===== config.mk =====
export PLATFORM = sky130hd
export DESIGN_NAME = btb_predictor
export DESIGN_NICKNAME = d
export VERILOG_FILES = /design/src/rtl/btb_predictor_pkg.sv /design/src/rtl/btb_predictor_sat_ctr2.sv /design/src/rtl/btb_predictor.sv
export SDC_FILE = /design/constraint.sdc
export NUM_CORES = 1
export LEC_CHECK = 0
export BUFFER_PORTS_ARGS = -buffer_cell sky130_fd_sc_hd__buf_2
export CAP_MARGIN = 30
export CORE_MARGIN = 2
export CORE_UTILIZATION = 45
export CTS_CLUSTER_SIZE = 12
export DETAILED_ROUTE_END_ITERATION = 10
export HOLD_SLACK_MARGIN = 0.12
export MAX_ROUTING_LAYER = met4
export PLACE_DENSITY_LB_ADDON = 0.08
export SLEW_MARGIN = 20
export SYNTH_ARGS = -nofsm -noshare
export SYNTH_HDL_FRONTEND = slang
export SYNTH_SLANG_ARGS = --single-unit

===== constraint.sdc =====
create_clock -name CLK -period 5.6 [get_ports CLK]
set_clock_uncertainty 0.1 [all_clocks]
set_input_delay 0.56 -clock CLK [delete_from_list [all_inputs] [get_ports CLK]]
set_output_delay 0.56 -clock CLK [all_outputs]
set_load 0.03 [all_outputs]

===== src/rtl/btb_predictor_pkg.sv =====
// -----------------------------------------------------------------------------
// btb_predictor_pkg
// Shared definitions for the branch target buffer and the control decode path:
//   - 2-bit bimodal counter encodings (strong/weak not-taken/taken)
//   - RV32I control-flow opcode constants
//   - helpers that derive the BTB index and tag widths from the geometry
// -----------------------------------------------------------------------------
package btb_predictor_pkg;

    localparam logic [1:0] CTR_SNT = 2'b00;  // strong not-taken
    localparam logic [1:0] CTR_WNT = 2'b01;  // weak not-taken
    localparam logic [1:0] CTR_WT  = 2'b10;  // weak taken
    localparam logic [1:0] CTR_ST  = 2'b11;  // strong taken

    localparam logic [6:0] B_type    = 7'b1100011;
    localparam logic [6:0] JAL_type  = 7'b1101111;
    localparam logic [6:0] JALR_type = 7'b1100111;

    function automatic int idx_width(input int entries);
        return $clog2(entries);
    endfunction

    // Instructions are word aligned, so pc[1:0] is never part of the tag.
    function automatic int tag_width(input int pc_w, input int entries);
        return pc_w - 2 - $clog2(entries);
    endfunction

endpackage


===== src/rtl/btb_predictor_sat_ctr2.sv =====
// -----------------------------------------------------------------------------
// sat_ctr2
// Next-state logic of a 2-bit saturating up/down counter.
// Ports:
//   ctr      in  2 : current counter value
//   up       in  1 : 1 = count towards strong-taken, 0 = towards strong-NT
//   ctr_next out 2 : next counter value, saturating at 00 and 11
// -----------------------------------------------------------------------------
module sat_ctr2
    import btb_predictor_pkg::*;
(
    input  logic [1:0] ctr,
    input  logic       up,
    output logic [1:0] ctr_next
);

    always_comb begin
        ctr_next = ctr;
        if (up) begin
            if (ctr != CTR_ST)
                ctr_next = ctr + 2'd1;
        end else begin
            if (ctr != CTR_SNT)
                ctr_next = ctr - 2'd1;
        end
    end

endmodule


===== src/rtl/btb_predictor.sv =====
// -----------------------------------------------------------------------------
// btb_predictor
// Direct-mapped branch target buffer with 2-bit bimodal direction counters.
// Lookup (IF) is combinational; resolution (EX) computes the mispredict
// redirect combinationally and updates the table on the next CLK edge.
// Ports:
//   CLK, RSTn                 : clock, asynchronous active-low reset
//   IF_pc                     : fetch PC to look up
//   IF_hit/IF_pred_taken      : entry valid+tag match / predicted taken
//   IF_target/IF_next_pc      : stored target (0 on miss) / next fetch PC
//   EX_valid/EX_hold          : resolved instruction present / EX stalled
//   EX_is_branch/EX_is_jump   : conditional branch / JAL or JALR
//   EX_pc/EX_target/EX_taken  : resolved PC, target and outcome
//   EX_pred_taken/_target     : prediction carried down from IF
//   inv_all                   : invalidate every entry
//   redirect/redirect_pc      : mispredict flush and corrected PC
//   branch_cnt/mispred_cnt    : saturating performance counters
// -----------------------------------------------------------------------------
module btb_predictor
    import btb_predictor_pkg::*;
#(
    parameter int         ENTRIES  = 16,
    parameter int         PC_W     = 12,
    parameter logic [1:0] CTR_INIT = 2'b01,
    parameter int         CNT_W    = 32
) (
    input  logic             CLK,
    input  logic             RSTn,
    input  logic [PC_W-1:0]  IF_pc,
    output logic             IF_hit,
    output logic             IF_pred_taken,
    output logic [PC_W-1:0]  IF_target,
    output logic [PC_W-1:0]  IF_next_pc,
    input  logic             EX_valid,
    input  logic             EX_hold,
    input  logic             EX_is_branch,
    input  logic             EX_is_jump,
    input  logic [PC_W-1:0]  EX_pc,
    input  logic [PC_W-1:0]  EX_target,
    input  logic             EX_taken,
    input  logic             EX_pred_taken,
    input  logic [PC_W-1:0]  EX_pred_target,
    input  logic             inv_all,
    output logic             redirect,
    output logic [PC_W-1:0]  redirect_pc,
    output logic [CNT_W-1:0] branch_cnt,
    output logic [CNT_W-1:0] mispred_cnt
);

    localparam int IDX_W = idx_width(ENTRIES);
    localparam int TAG_W = tag_width(PC_W, ENTRIES);

    logic              valid_q  [ENTRIES];
    logic [TAG_W-1:0]  tag_q    [ENTRIES];
    logic [PC_W-1:0]   target_q [ENTRIES];
    logic [1:0]        ctr_q    [ENTRIES];

    // ---------------- IF lookup ----------------
    logic [IDX_W-1:0] if_idx;
    logic [TAG_W-1:0] if_tag;

    assign if_idx        = IF_pc[2 +: IDX_W];
    assign if_tag        = IF_pc[PC_W-1 : 2+IDX_W];
    assign IF_hit        = valid_q[if_idx] && (tag_q[if_idx] == if_tag);
    assign IF_pred_taken = IF_hit && ctr_q[if_idx][1];
    assign IF_target     = IF_hit ? target_q[if_idx] : '0;
    assign IF_next_pc    = IF_pred_taken ? IF_target : IF_pc + PC_W'(4);

    // ---------------- EX resolve ----------------
    logic             fire;
    logic             mispredict;
    logic [IDX_W-1:0] ex_idx;
    logic [TAG_W-1:0] ex_tag;
    logic             ex_hit;
    logic [1:0]       ctr_step;

    assign fire = EX_valid && !EX_hold && (EX_is_branch || EX_is_jump);

    // A correct direction with a stale target (e.g. JALR to a new address)
    // still has to flush.
    assign mispredict = fire &&
                        ((EX_taken != EX_pred_taken) ||
                         (EX_taken && EX_pred_taken && (EX_pred_target != EX_target)));

    assign redirect    = mispredict;
    assign redirect_pc = EX_taken ? EX_target : EX_pc + PC_W'(4);

    // The tag compare is redone here rather than trusting the IF result:
    // the entry may have been replaced while the instruction was in flight.
    assign ex_idx = EX_pc[2 +: IDX_W];
    assign ex_tag = EX_pc[PC_W-1 : 2+IDX_W];
    assign ex_hit = valid_q[ex_idx] && (tag_q[ex_idx] == ex_tag);

    sat_ctr2 u_sat_ctr2 (
        .ctr      (ctr_q[ex_idx]),
        .up       (EX_taken),
        .ctr_next (ctr_step)
    );

    // ---------------- table update ----------------
    always_ff @(posedge CLK or negedge RSTn) begin
        if (!RSTn) begin
            for (int i = 0; i < ENTRIES; i++) begin
                valid_q[i]  <= 1'b0;
                tag_q[i]    <= '0;
                target_q[i] <= '0;
                ctr_q[i]    <= CTR_INIT;
            end
        end else if (inv_all) begin
            // Tags/targets are left as-is; a clear valid bit hides them.
            for (int i = 0; i < ENTRIES; i++) begin
                valid_q[i] <= 1'b0;
                ctr_q[i]   <= CTR_INIT;
            end
        end else if (fire) begin
            if (ex_hit) begin
                ctr_q[ex_idx] <= EX_is_jump ? CTR_ST : ctr_step;
                if (EX_taken)
                    target_q[ex_idx] <= EX_target;
            end else if (EX_taken) begin
                valid_q[ex_idx]  <= 1'b1;
                tag_q[ex_idx]    <= ex_tag;
                target_q[ex_idx] <= EX_target;
                ctr_q[ex_idx]    <= EX_is_jump ? CTR_ST : CTR_WT;
            end
        end
    end

    // ---------------- performance counters ----------------
    always_ff @(posedge CLK or negedge RSTn) begin
        if (!RSTn) begin
            branch_cnt  <= '0;
            mispred_cnt <= '0;
        end else begin
            if (fire && (branch_cnt != '1))
                branch_cnt <= branch_cnt + CNT_W'(1);
            if (mispredict && (mispred_cnt != '1))
                mispred_cnt <= mispred_cnt + CNT_W'(1);
        end
    end

endmodule


-- After elaboration in Yosys (flattened, before gate mapping)
Index checks and enable logic that the tools add are counted.
- register bits: 400
- output and inout bits: 103
- input port bits: 57
- logic and storage cells: 159
- magnitude comparators: 3
- equal/unequal tests: 8
- add/subtract/negate cells: 6
- multiplexer cells: 49
- reductions and logical operators: 22
- bitwise operators: 5
- operators with widths (kind ; count):
    bitwise mux 192 bit ; 1
    two-way mux 32 bit ; 4
    bitwise mux 96 bit ; 1
    two-way mux 12 bit ; 6
    adder 32 x 1 -> 32 bit (second input constant) ; 2
    bitwise mux 32 bit ; 2
    two-way mux 16 bit ; 4
    inequality test 32 bit (second input constant) ; 2
    binary-select mux 12 bit (select 4 bit) ; 1
    binary-select mux 6 bit (select 4 bit) ; 2
    demux 12 bit (select 4 bit) ; 1
    two-way mux 6 bit ; 5
    adder 12 x 3 -> 12 bit (second input constant) ; 2
    demux 6 bit (select 4 bit) ; 1
    two-way mux 2 bit ; 9
    binary-select mux 2 bit (select 4 bit) ; 2
    bitwise OR 16 bit ; 1
    == test 6 bit ; 2
    inequality test 12 bit ; 1
    logical AND 1 bit ; 11
    greater-or-equal comparator 5 bit (second input constant) ; 2
    inverter 4 -> 5 bit ; 2
    binary-select mux 1 bit (select 4 bit) ; 2
    demux 2 bit (select 4 bit) ; 1
    15 further kinds ; 26

-- Depth between registers and ports, before layout
Gate-level depths: netlist of run 1.
- word-level depth: 12
- gate-level depth with buffers: 14
- gate-level depth less buffers: 9

-- Hierarchy
A second synthesis of run 1 with hierarchy kept.
- cells, all modules: 1510
- area total of the unflattened synthesis: 20574.7 µm²
- modules (own cells, without submodules) (module ; area an instance (µm²) ; cells an instance ; times used):
    btb_predictor ; 20548.5 ; 1507 ; 1
    sat_ctr2 ; 26.3 ; 3 ; 1

-- Worst setup path after synthesis of run 1
Ideal clock, no wire load.
- kind: input-to-output
- from: input port IF_pc[2]
- to: output port IF_next_pc[2]
- stages on the path: 12
- arrival time: 3.472 ns
- setup slack: 1.468 ns
- path through: buf_2 buf_4 mux4_2 mux2i_1 mux2i_1 xnor2_1 nand2_1 nor3_1 and2_1 clkbuf_1 buf_2 mux2i_1
- word-level cells in the longest chain between the ends: 8
- ends and longest elaborated chain (what ; RTL line ; RTL):
    from (decl) ; btb_predictor.sv:29 ; input logic [PC_W-1:0] IF_pc,
    inverter 4 -> 5 bit (implied by the code) (*) ; btb_predictor.sv:64, btb_predictor.sv:65 ;
    binary-select mux 6 bit (select 4 bit) ; btb_predictor.sv:64 ; assign IF_hit = valid_q[if_idx] && (tag_q[if_idx] == if_tag);
    two-way mux 6 bit (implied by the code) (2 in a row) ; btb_predictor.sv:64 ;
    == test 6 bit ; btb_predictor.sv:64 ;
    logical AND 1 bit ; btb_predictor.sv:64 ;
    logical AND 1 bit (*) ; btb_predictor.sv:65 ; assign IF_pred_taken = IF_hit && ctr_q[if_idx][1];
    via IF_pred_taken ; btb_predictor.sv:31 ; output logic IF_pred_taken,
    two-way mux 12 bit (*) ; btb_predictor.sv:67 ; assign IF_next_pc = IF_pred_taken ? IF_target : IF_pc + PC_W'(4);
    to (decl) ; btb_predictor.sv:33 ; output logic [PC_W-1:0] IF_next_pc,
The timed path passes the listed nets; every way through them passes the cells marked *. The select of a mux whose other input is x is not followed.

-- Final worst setup path of run 1
- from: register tag_q[20] (netlist bit)
- to: output port IF_next_pc[5]
- word-level cells in the longest chain between the ends: 7
- ends and longest elaborated chain (what ; RTL line ; RTL):
    from (decl) ; btb_predictor.sv:54 ; logic [TAG_W-1:0] tag_q [ENTRIES];
    from (signal, indexed assignment) ; btb_predictor.sv:122 ; tag_q[ex_idx] <= ex_tag;
    binary-select mux 6 bit (select 4 bit) (*) ; btb_predictor.sv:64 ;
    two-way mux 6 bit (implied by the code) (*) (2 in a row) ; btb_predictor.sv:64 ;
    == test 6 bit (*) ; btb_predictor.sv:64 ;
    logical AND 1 bit (*) ; btb_predictor.sv:64 ;
    two-way mux 12 bit or logical AND 1 bit (tied branches) ; btb_predictor.sv:66, btb_predictor.sv:65 ;
    two-way mux 12 bit (*) ; btb_predictor.sv:67 ;
Every way passes the cells marked *; elsewhere a longest branch is shown, timed or not. The select of a mux whose other input is x is not followed.

==> run metrics, run 1 <==
# port buffers=between 150 and 200; largest net degree at the start of global routing=138; FP Rows=78; Yosys top cell area share=0.467; grt ovf=0; Rel. slew slack=0.301; maximum fanout along the worst path=13; Resize count post-CTS=0; vias=13,300; vias in the first global route=13,900; ANT nets after route=0; Placeable Area=45,300 sq um; CTS tree=done; Final Max Slew Viols=0; asr flop ratio synth=1.00; CP endpoint kind=output pin; Global Route Usage Sum=0.261; first-pass GRT wire length=roughly 90,000 um; Max stage delay cell, worst path=mux4_2; hold wc startpoint=mispred_cnt[7]; die width=around 220 um; first-pass iteration count of the detailed router=5; Starting Density=0.455; Hold Fails Final Rpt=0; Post-Syn Area=20,600 sq um; pwr dens=~300 nW/um^2; DRC=0; multiplexer area fraction after synthesis=0.329; main combinational cell family by area after synthesis=multiplexers; maximum clock path buffer count=3; worst reg2reg endpoint=tag_q[65]; worst slew pin tran=about 1.0 ns; Hold/Removal Path Class=register to register; nets@finish=1,704; status=finished, final reports clean; Synth Area in Adders=0.00535; fmax=229 MHz; Worst path max stage delay=around 0.46 ns; synthesis-to-layout area growth=13.4%; Critical Path Start Type=register; WHS Endpoint=mispred_cnt[7]; Leak=11.2 nW; cts bufs inserted=between 40 and 50; Max IR drop VDD=0.000260 V; Clock Sinks=400; H-tree levels=2; CTS root buffer=clkbuf_16; Die H=218 um; FILL cells=between 3,000 and 4,000; Tcrit/Tclk final=0.780; Ports=160; r2r worst-path depth=8; CP Class=register to output pin; antenna violations before repair=2; Via-to-Cell Ratio=5.84; WL/cell=approximately 26 um; setup TNS=0 ns; Final Util=0.516; Yosys reg bits=400; Placer Congestion=around 0.88; syn nets=around 1,600; RSZ-0062 raised after global routing=no; Worst-Skew Late Latency=0.59 ns; Syn Inst Count=1,521; die area=47,500 sq um; layout cells sized above 1=0.432; ys flop type=dfrtp_1; most frequent cells in the layout=dfrtp_1, mux2_2, buf_2; Cell variety after synth=56; Data arrival, critical path=3.71 ns; clock period minus worst slack=approximately 4.4 ns; reg2reg setup slack=about 1.8 ns; CP required=4.94 ns; top cells by area, synth=dfrtp_1, mux2_2, mux4_2; compound-gate portion of the synthesized area=0.0267; average cell area after synthesis=between 10 and 15 sq um; Post-synth EDFFs=0; Simple-Gate Fraction of Synth Area=0.0742; worst flop-to-flop path startpoint=tag_q[54]; commonest non-fill, non-tap cell in the layout=dfrtp_1; Post-Synth XOR/XNOR Area=0.0429; Iteration-0 DRC Markers=871; synth warn=0; maxcap violations=0; CTS clk-pin slew, worst paths=0.06 ns; sequential area share after synthesis=0.487; cell accounting for the most synthesized area=dfrtp_1; hpwl dp=39,500 um; hold_ws=0.390 ns; Routed Wire Length=about 59,000 um; Hold Path Stages=1; setup violators final=0; CP Cell Sequence=mux4_2 > mux2i_1 > mux2i_1 > xnor2_1 > nand2_1 > nor3_1 > buf_4 > and2_1 > buf_4 > mux2_2 > buf_2
[cell usage after synthesis, types with 3 or more instances]
master and count:
nor2_1 47, buf_1 25, nand2b_1 16, or2_2 3, nand2_1 45, a32o_1 3, ha_1 8, mux4_2 114
dfrtp_1 384, buf_2 26, nand4_1 27, nor2b_1 5, clkbuf_1 72, a32o_2 10, a22oi_1 4, nor4_1 6
dfstp_2 16, inv_1 34, and4_1 9, and2_1 25, mux2_2 310, o21ai_0 30, o2bb2ai_1 3, mux2i_1 46
nor3_1 15, xnor2_1 70, mux4_1 10, or2b_1 4, buf_4 4, nand3_1 60, a21oi_1 4, xor2_1 31
a22o_1 4, buf_6 4, and3_1 21
[layout make-up]
cell class / count / area [sq um] / area share
Clock buffer: 71 / 1350 / 0.0577
Tap cell: 600 / 751 / 0.0321
Timing Repair Buffer: 201 / 1160 / 0.0497
Inverter: 35 / 131 / 0.00562
Antenna cell: 1 / 2.50 / 0.000107
Multi-Input combinational cell: 954 / 9860 / 0.422
Sequential cell: 400 / 10000 / 0.429
Clock inverter: 11 / 76.3 / 0.00327
[state kept, by name, indices dropped and copies added (netlist names)]
signal / cells
target_q: 192
tag_q: 96
ctr_q: 32
branch_cnt: 32
valid_q: 16
mispred_cnt: 32
[kinds of logic after synthesis]
group,Yosys count
AO/OA/AOI/OAI,74
buffers and inverters,167
multiplexers,480
flip-flops,400
XOR/XNOR,101
adder cells (fa/ha/maj),9
AND/OR/NAND/NOR,290
[metrics by stage]
step	std cells	power, W	setup WS, ns	cell area (sq um)
floorplan	1521	0.00378	1.47	20600
global placement	2187	0.00409	0.874	21900
detailed placement	2189	0.00411	0.858	21900
CTS	2272	0.00702	1.22	23400
global route	2273	0.00722	1.07	23400
finish	2273	0.00693	1.23	23400
[power by group]
part | internal (W) | total [W] | switching (W) | leakage [nW]
sequential | 0.00307 | 0.00321 | 0.000141 | 5.41
combinational | 0.000364 | 0.000849 | 0.000486 | 5.13
clock | 0.00166 | 0.00288 | 0.00122 | 0.698
total | 0.00509 | 0.00693 | 0.00185 | 11.2
[how the worst max path moves through the flow]
stage                   start  slack [ns]  cells past startpoint             to
floorplan            IF_pc[2]        1.47                     12  IF_next_pc[2]
global placement     EX_pc[2]        0.87                     10      tag_q[60]
detailed placement   EX_pc[2]        0.86                     10      tag_q[65]
CTS                 tag_q[29]        1.22                     11  IF_next_pc[5]
global route        tag_q[23]        1.07                     11  IF_next_pc[5]
finish              tag_q[20]        1.23                     11  IF_next_pc[5]
[repair_timing]
action                                 CTS  global route
buffers inserted                         0             0
endpoints found under the hold margin   95             0
hold buffers                             1             0
setup endpoints to repair                0             0
[metal layers]
layer / routed length, um / vias up / part of all wire / GRT usage
met5: 0 / - / 0 / -
met4: 1550 / 0 / 0.026 / 0.0730
met3: 2960 / 83 / 0.050 / 0.0492
met2: 27700 / 348 / 0.47 / 0.401
met1: 26500 / 7030 / 0.45 / 0.357
li1: - / 5819 / - / -
[critical path: cells and delay by family, from the launching register on]
family	cells	cell delay [ns]
buffers and inverters	3	0.60
AND/OR/NAND/NOR	3	0.52
flip-flops	1	0.42
XOR/XNOR	1	0.18
multiplexers	4	1.40
Note: power is estimated with default switching activity, not from simulation.
==> inputs of run 2 (changes only) <==
--- a/config.mk
+++ b/config.mk
@@ -5,6 +5,7 @@
 export SDC_FILE = /design/constraint.sdc
 export NUM_CORES = 1
 export LEC_CHECK = 0
+export ABC_AREA = 1
 export BUFFER_PORTS_ARGS = -buffer_cell sky130_fd_sc_hd__buf_2
 export CAP_MARGIN = 30
 export CORE_MARGIN = 2
==> constraint.sdc (replaced) <==
create_clock -name CLK -period 3.8 [get_ports CLK]
set_clock_uncertainty 0.1 [all_clocks]
set_input_delay 0.38 -clock CLK [delete_from_list [all_inputs] [get_ports CLK]]
set_output_delay 0.38 -clock CLK [all_outputs]
set_load 0.03 [all_outputs]
==> run metrics, run 2 <==
Placer Congestion=0.923 (was 0.877); DRC=0 (unchanged); Post-Syn Area=21,600 sq um (was 20,600 sq um); fmax=278 MHz; Post-synth EDFFs=0 (unchanged); syn nets=2,967 (was 1,586); die area=49,800 sq um (was 47,500 sq um); CTS root buffer=clkbuf_16 (unchanged); cts bufs inserted=48 (was 47); Worst path max stage delay=0.55 ns (was 0.46 ns); first-pass iteration count of the detailed router=6 (was 5); status=finished, final reports clean (unchanged); vias in the first global route=18,700 (was 13,900); cell with the most instances after synthesis=nand2_1 (was dfrtp_1); first-pass GRT wire length=110,000 um (was 89,900 um); Leak=11.8 nW (was 11.2 nW); synthesis-to-layout area growth=13.3% (was 13.4%); Starting Density=0.455 (about the same); average cell area after synthesis=7.45 sq um (was 13.5 sq um); Yosys top cell area share=0.444 (was 0.467); # port buffers=159 (unchanged); asr flop ratio synth=1.00 (unchanged); vias=19,800 (was 13,300); commonest non-fill, non-tap cell in the layout=nand2_1 (was dfrtp_1); Iteration-0 DRC Markers=1,809 (was 871); CP Cell Sequence=o21ai_0 > nand3_1 > nand3_1 > nand2_1 > nand2_1 > nand2_1 > nor2_1 > nor2b_1 > nand3_1 > nand2_1 > nand2_1 > buf_2 (was mux4_2 > mux2i_1 > mux2i_1 > xnor2_1 > nand2_1 > nor3_1 > buf_4 > and2_1 > buf_4 > mux2_2 > buf_2); Critical Path Start Type=register (unchanged); Data arrival, critical path=3.12 ns (was 3.71 ns); maximum fanout along the worst path=13 (unchanged); largest net degree at the start of global routing=100 (was 138); maxcap violations=0 (unchanged); top cells by area, synth=dfrtp_1, nand2_1, o21ai_0 (was dfrtp_1, mux2_2, mux4_2); Worst-Skew Late Latency=0.60 ns (was 0.59 ns); Max IR drop VDD=0.000376 V (was 0.000260 V); FP Rows=80 (was 78); Die H=223 um (was 218 um); sequential area share after synthesis=0.464 (was 0.487); Regs by FF count=target_q: 192 flops, tag_q: 96 flops (unchanged); post-route cell area=24,500 sq um (was 23,400 sq um); Ports=160 (unchanged); synth warn=0 (unchanged); CP Class=register to output pin (unchanged); maximum clock path buffer count=3 (unchanged); worst slew pin tran=0.882 ns (was 1.05 ns); most common cell type on the critical path=nand2_1; CTS clk-pin slew, worst paths=0.06 ns (about the same); CP required=3.32 ns (was 4.94 ns); Yosys reg bits=400 (unchanged); hpwl dp=46,600 um (was 39,500 um); Rel. slew slack=0.411 (was 0.301); most frequent cells in the layout=nand2_1, dfrtp_1, o21ai_0 (was dfrtp_1, mux2_2, buf_2); antenna violations before repair=1 (was 2); Hold/Removal Path Class=input port to register (was register to register); grt ovf=0 (unchanged); nets@finish=3,059 (was 1,704); clock period minus worst slack=3.60 ns; Cell variety after synth=47 (was 56); Global Route Usage Sum=0.293 (was 0.261); layout cells sized above 1=0.113 (was 0.432); Final Util=0.515 (was 0.516); max reg flops=192 (unchanged); setup violators final=0 (unchanged); Placeable Area=47,500 sq um (was 45,300 sq um); ANT nets after route=0 (unchanged); Post-Place Worst Slack=0.374 ns (was 0.858 ns); ys flop type=dfrtp_1 (unchanged); Final Max Slew Viols=0 (unchanged); Post-CTS Setup Inserts=0 (unchanged); Clock Sinks=400 (unchanged); WL/cell=19.2 um (was 25.8 um); Final WS setup=0.202 ns (was 1.23 ns); Tcrit/Tclk final=0.947; die width=223 um (was 218 um); Via-to-Cell Ratio=5.43 (was 5.84); diode count=0 (was 1); Routed Wire Length=70,200 um (was 58,700 um); pwr dens=448 nW/um^2 (was 297 nW/um^2); CTS tree=done (unchanged); Max stage delay cell, worst path=nand3_1 (was mux4_2); H-tree levels=2 (unchanged); Post-DP Area=22,900 sq um (was 21,900 sq um); Synth top cells by count=nand2_1, dfrtp_1, o21ai_0 (was dfrtp_1, mux2_2, mux4_2); Hold Fails Final Rpt=0 (unchanged); cell accounting for the most synthesized area=dfrtp_1 (unchanged); CP endpoint kind=output pin (unchanged); Syn Inst Count=2,902 (was 1,521); setup TNS=0 ns (unchanged); RSZ-0062 raised after global routing=no (unchanged); Largest Register=target_q (unchanged)
[run 2: worst paths after layout]
path / slack (ns) / cells past startpoint / start / endpoint
worst max-delay path: 0.20 / 12 / tag_q[69] / IF_next_pc[5]
worst min-delay path: 0.16 / 5 / EX_hold / branch_cnt[24]
worst max register to register: 1.03 / 14 / tag_q[72] / tag_q[69]
worst min register to register: 0.36 / 2 / ctr_q[4] / ctr_q[4]
max in group asynchronous: 2.23 / 3 / RSTn / mispred_cnt[11]
min in group asynchronous: 0.32 / 2 / RSTn / tag_q[17]
[run 2: power by group]
group	total (W)	internal, W	switching [W]
clock network	0.00461	0.00270	0.00190
registers	0.00480	0.00458	0.000214
logic	0.00157	0.000483	0.00108
[run 2: cells by family (layout without fill, tap and decap cells)]
kind of cell / count (synthesis) / after routing / synth area share
simple gates: 1359 / 1359 / 0.257
compound gates: 625 / 625 / 0.156
buf+inv: 426 / 555 / 0.0853
flops: 400 / 400 / 0.464
xor+xnor: 84 / 84 / 0.0340
fa+ha+maj: 8 / 8 / 0.00463
[run 2: area by class of cell]
class	instances	area, sq um
Clock buffer	69	1360
Timing Repair Buffer	217	1440
Tap cell	615	769
Fill cell	4649	23000
Clock inverter	18	204
Multi-Input combinational cell	2076	9760
Sequential cell	400	10000
Inverter	251	945
[run 2: through the flow]
step	hold WS [ns]	power, W	cells
floorplan	-0.0156	0.00584	2902
detailed placement	0.353	0.00643	3557
global placement	0.351	0.00640	3555
CTS	0.139	0.0111	3645
global route	0.166	0.0115	3646
finish	0.160	0.0110	3646
[run 2: worst max-delay path: cells and delay by family, from the launching register on]
family / cells / cell delay, ns
and+or+nand+nor: 10 / 1.68
DFF: 1 / 0.40
AOI/OAI and AO/OA: 1 / 0.26
buffers and inverters: 1 / 0.18
[run 2: what timing repair did]
| item | in CTS | in global routing |
|---|---|---|
| hold endpoints to repair | 87 | 0 |
| hold buffers | 1 | 0 |
| gates resized for setup | 0 | 0 |
[run 2: routing by layer]
layer | global-route usage | vias to the layer above | wire length [um] | part of all wire
met2 | 0.440 | 742 | 31000 | 0.44
li1 | - | 9532 | - | -
met1 | 0.403 | 9381 | 31400 | 0.45
met3 | 0.0460 | 129 | 5320 | 0.076
met5 | - | - | 0 | 0
met4 | 0.105 | 0 | 2400 | 0.034
==> inputs of run 3 (changes only) <==
--- a/config.mk
+++ b/config.mk
@@ -9,7 +9,7 @@
 export BUFFER_PORTS_ARGS = -buffer_cell sky130_fd_sc_hd__buf_2
 export CAP_MARGIN = 30
 export CORE_MARGIN = 2
-export CORE_UTILIZATION = 45
+export CORE_UTILIZATION = 38
 export CTS_CLUSTER_SIZE = 12
 export DETAILED_ROUTE_END_ITERATION = 10
 export HOLD_SLACK_MARGIN = 0.12
@@ -19,3 +19,4 @@
 export SYNTH_ARGS = -nofsm -noshare
 export SYNTH_HDL_FRONTEND = slang
 export SYNTH_SLANG_ARGS = --single-unit
+export TNS_END_PERCENT = 20
==> run metrics, run 3 (synthesized netlist as in run 2, its figures left out) <==
Clock Power Share=0.421 (was 0.420); first-pass GRT wire length=117,000 um (was 110,000 um); Sw Share=0.291 (was 0.292); most frequent cells in the layout=nand2_1, dfrtp_1, o21ai_0 (unchanged); synthesis-to-layout area growth=14.0% (was 13.3%); WHS Endpoint=branch_cnt[24] (unchanged); Via-to-Cell Ratio=5.27 (was 5.43); Tcrit/Tclk final=0.910 (was 0.947); Worst-Skew Late Latency=0.59 ns (was 0.60 ns); Hold Path Stages=5 (unchanged); Global Route Usage Sum=0.265 (was 0.293); vias in the first global route=19,300 (was 18,700); H-tree levels=2 (unchanged); Regs by FF count=target_q: 192 flops, tag_q: 96 flops (unchanged); first-pass iteration count of the detailed router=6 (unchanged); sequential share of power=0.434 (was 0.437); Final Util=0.437 (was 0.515); cts bufs inserted=47 (was 48); Placeable Area=56,400 sq um (was 47,500 sq um); Hold Fails Final Rpt=0 (unchanged); r2r worst-path depth=14 (unchanged); Final Max Slew Viols=0 (unchanged); CTS tree=done (unchanged); Routed Wire Length=75,500 um (was 70,200 um); antenna violations before repair=2 (was 1); FP Rows=87 (was 80); hold wc startpoint=EX_hold (unchanged); Max IR drop VDD=0.000380 V (was 0.000376 V); Leak=11.8 nW (about the same); RSZ-0062 raised after global routing=no (unchanged); Ports=160 (unchanged); register area=10,000 sq um (unchanged); Data arrival, critical path=2.98 ns (was 3.12 ns); commonest non-fill, non-tap cell in the layout=nand2_1 (unchanged); worst flop-to-flop path startpoint=tag_q[73] (was tag_q[72]); Critical Path Start Type=register (unchanged); WL/cell=19.9 um (was 19.2 um); sw power=0.00321 W (was 0.00320 W); clock period minus worst slack=3.46 ns (was 3.60 ns); cell internal pwr=0.00784 W (was 0.00777 W); layout cells sized above 1=0.114 (was 0.113); Largest Register=target_q (unchanged); # port buffers=159 (unchanged); grt ovf=0 (unchanged); Clock Sinks=400 (unchanged); maximum clock path buffer count=3 (unchanged); maximum fanout along the worst path=12 (was 13); vias=20,000 (was 19,800); CTS clk-pin slew, worst paths=0.06 ns (about the same); ANT nets after route=0 (unchanged); maxcap violations=0 (unchanged); Iteration-0 DRC Markers=1,744 (was 1,809); worst slew pin tran=0.886 ns (was 0.882 ns); largest net degree at the start of global routing=96 (was 100); worst reg2reg endpoint=tag_q[56] (was tag_q[69]); Die H=243 um (was 223 um); hpwl dp=51,100 um (was 46,600 um); die area=58,800 sq um (was 49,800 sq um); FILL cells=5,858 (was 4,649); status=finished, final reports clean (unchanged); Post-CTS Setup Inserts=0 (unchanged); setup TNS=0 ns (unchanged); Rel. slew slack=0.403 (was 0.411); Comb pwr share=0.145 (was 0.143); die width=243 um (was 223 um); area of the multi-input gates=9760 sq um (about the same); CP required=3.32 ns (about the same); CP endpoint kind=output pin (unchanged); pwr dens=448 nW/um^2 (about the same); reg2reg setup slack=1.13 ns (was 1.03 ns); Starting Density=0.384 (was 0.455); Placer Congestion=0.917 (was 0.923); CP Class=register to output pin (unchanged); nets@finish=3,063 (was 3,059); setup violators final=0 (unchanged); Hold/Removal Path Class=input port to register (unchanged); CTS root buffer=clkbuf_16 (unchanged); fmax=289 MHz (was 278 MHz); DRC=0 (unchanged); max reg flops=192 (unchanged)
## run 3: power groups by stage
stage               logic (W)  clock network [W]  registers, W
finish                0.00161            0.00466       0.00480
floorplan            0.000905                  0       0.00494
global placement      0.00159                  0       0.00486
detailed placement    0.00161                  0       0.00486
CTS                   0.00161            0.00477       0.00479
global route          0.00180            0.00495       0.00483
## run 3: per-stage QoR
stage          instances  total power (W)  setup WS [ns]  instance area (sq um)  hold slack [ns]
6_report            3790           0.0111          0.342                  24700            0.196
5_1_grt             3790           0.0116          0.105                  24700            0.176
4_1_cts             3787           0.0112         0.0738                  24600            0.157
3_5_place_dp        3701          0.00647          0.269                  23000            0.287
3_3_place_gp        3700          0.00645          0.331                  23000            0.284
2_1_floorplan       2902          0.00584           1.03                  21600          -0.0156
## run 3: layout make-up
cell class / count / share of cell area
diodes: 1 / 0.000101
clock buffers: 73 / 0.0578
clock inverters: 11 / 0.00614
inverters: 251 / 0.0383
multi-input cells: 2076 / 0.396
flip-flops and latches: 400 / 0.407
well taps: 756 / 0.0383
repair buffers: 222 / 0.0569
## run 3: what timing repair did
item | in CTS | in global routing
setup endpoints to repair | 0 | 16
resized for setup | 0 | 2
hold buffers | 2 | 0
hold endpoints to repair | 61 | 0
## run 3: routing by layer
layer  track usage  share of wire  up-vias
met2         0.406           0.46      634
li1              -              -     9544
met5             -              0        -
met3        0.0419          0.060      122
met1         0.358           0.45     9666
met4        0.0888          0.033        0
## run 3: worst max-delay path by stage
stage,from,endpoint,cells after the start
final,tag_q[45],IF_target[11],13
after global routing,tag_q[17],IF_target[7],14
after CTS,tag_q[21],IF_next_pc[10],14
after detailed placement,IF_pc[2],IF_next_pc[10],17
after global placement,IF_pc[2],IF_next_pc[2],15
after floorplan,IF_pc[2],IF_target[11],9
## run 3: worst max-delay path, cell delays in order, from the launching register on
cell and delay, ns:
dfrtp_1 0.39, o21ai_0 0.32, nand2_1 0.10, nand2_1 0.07, nand2_1 0.05, inv_1 0.07, nand2_1 0.05, nand2_1 0.05
nand2_1 0.05, nor2_1 0.12, nor2b_2 0.34, nand2_1 0.31, nor3_1 0.23, buf_2 0.23
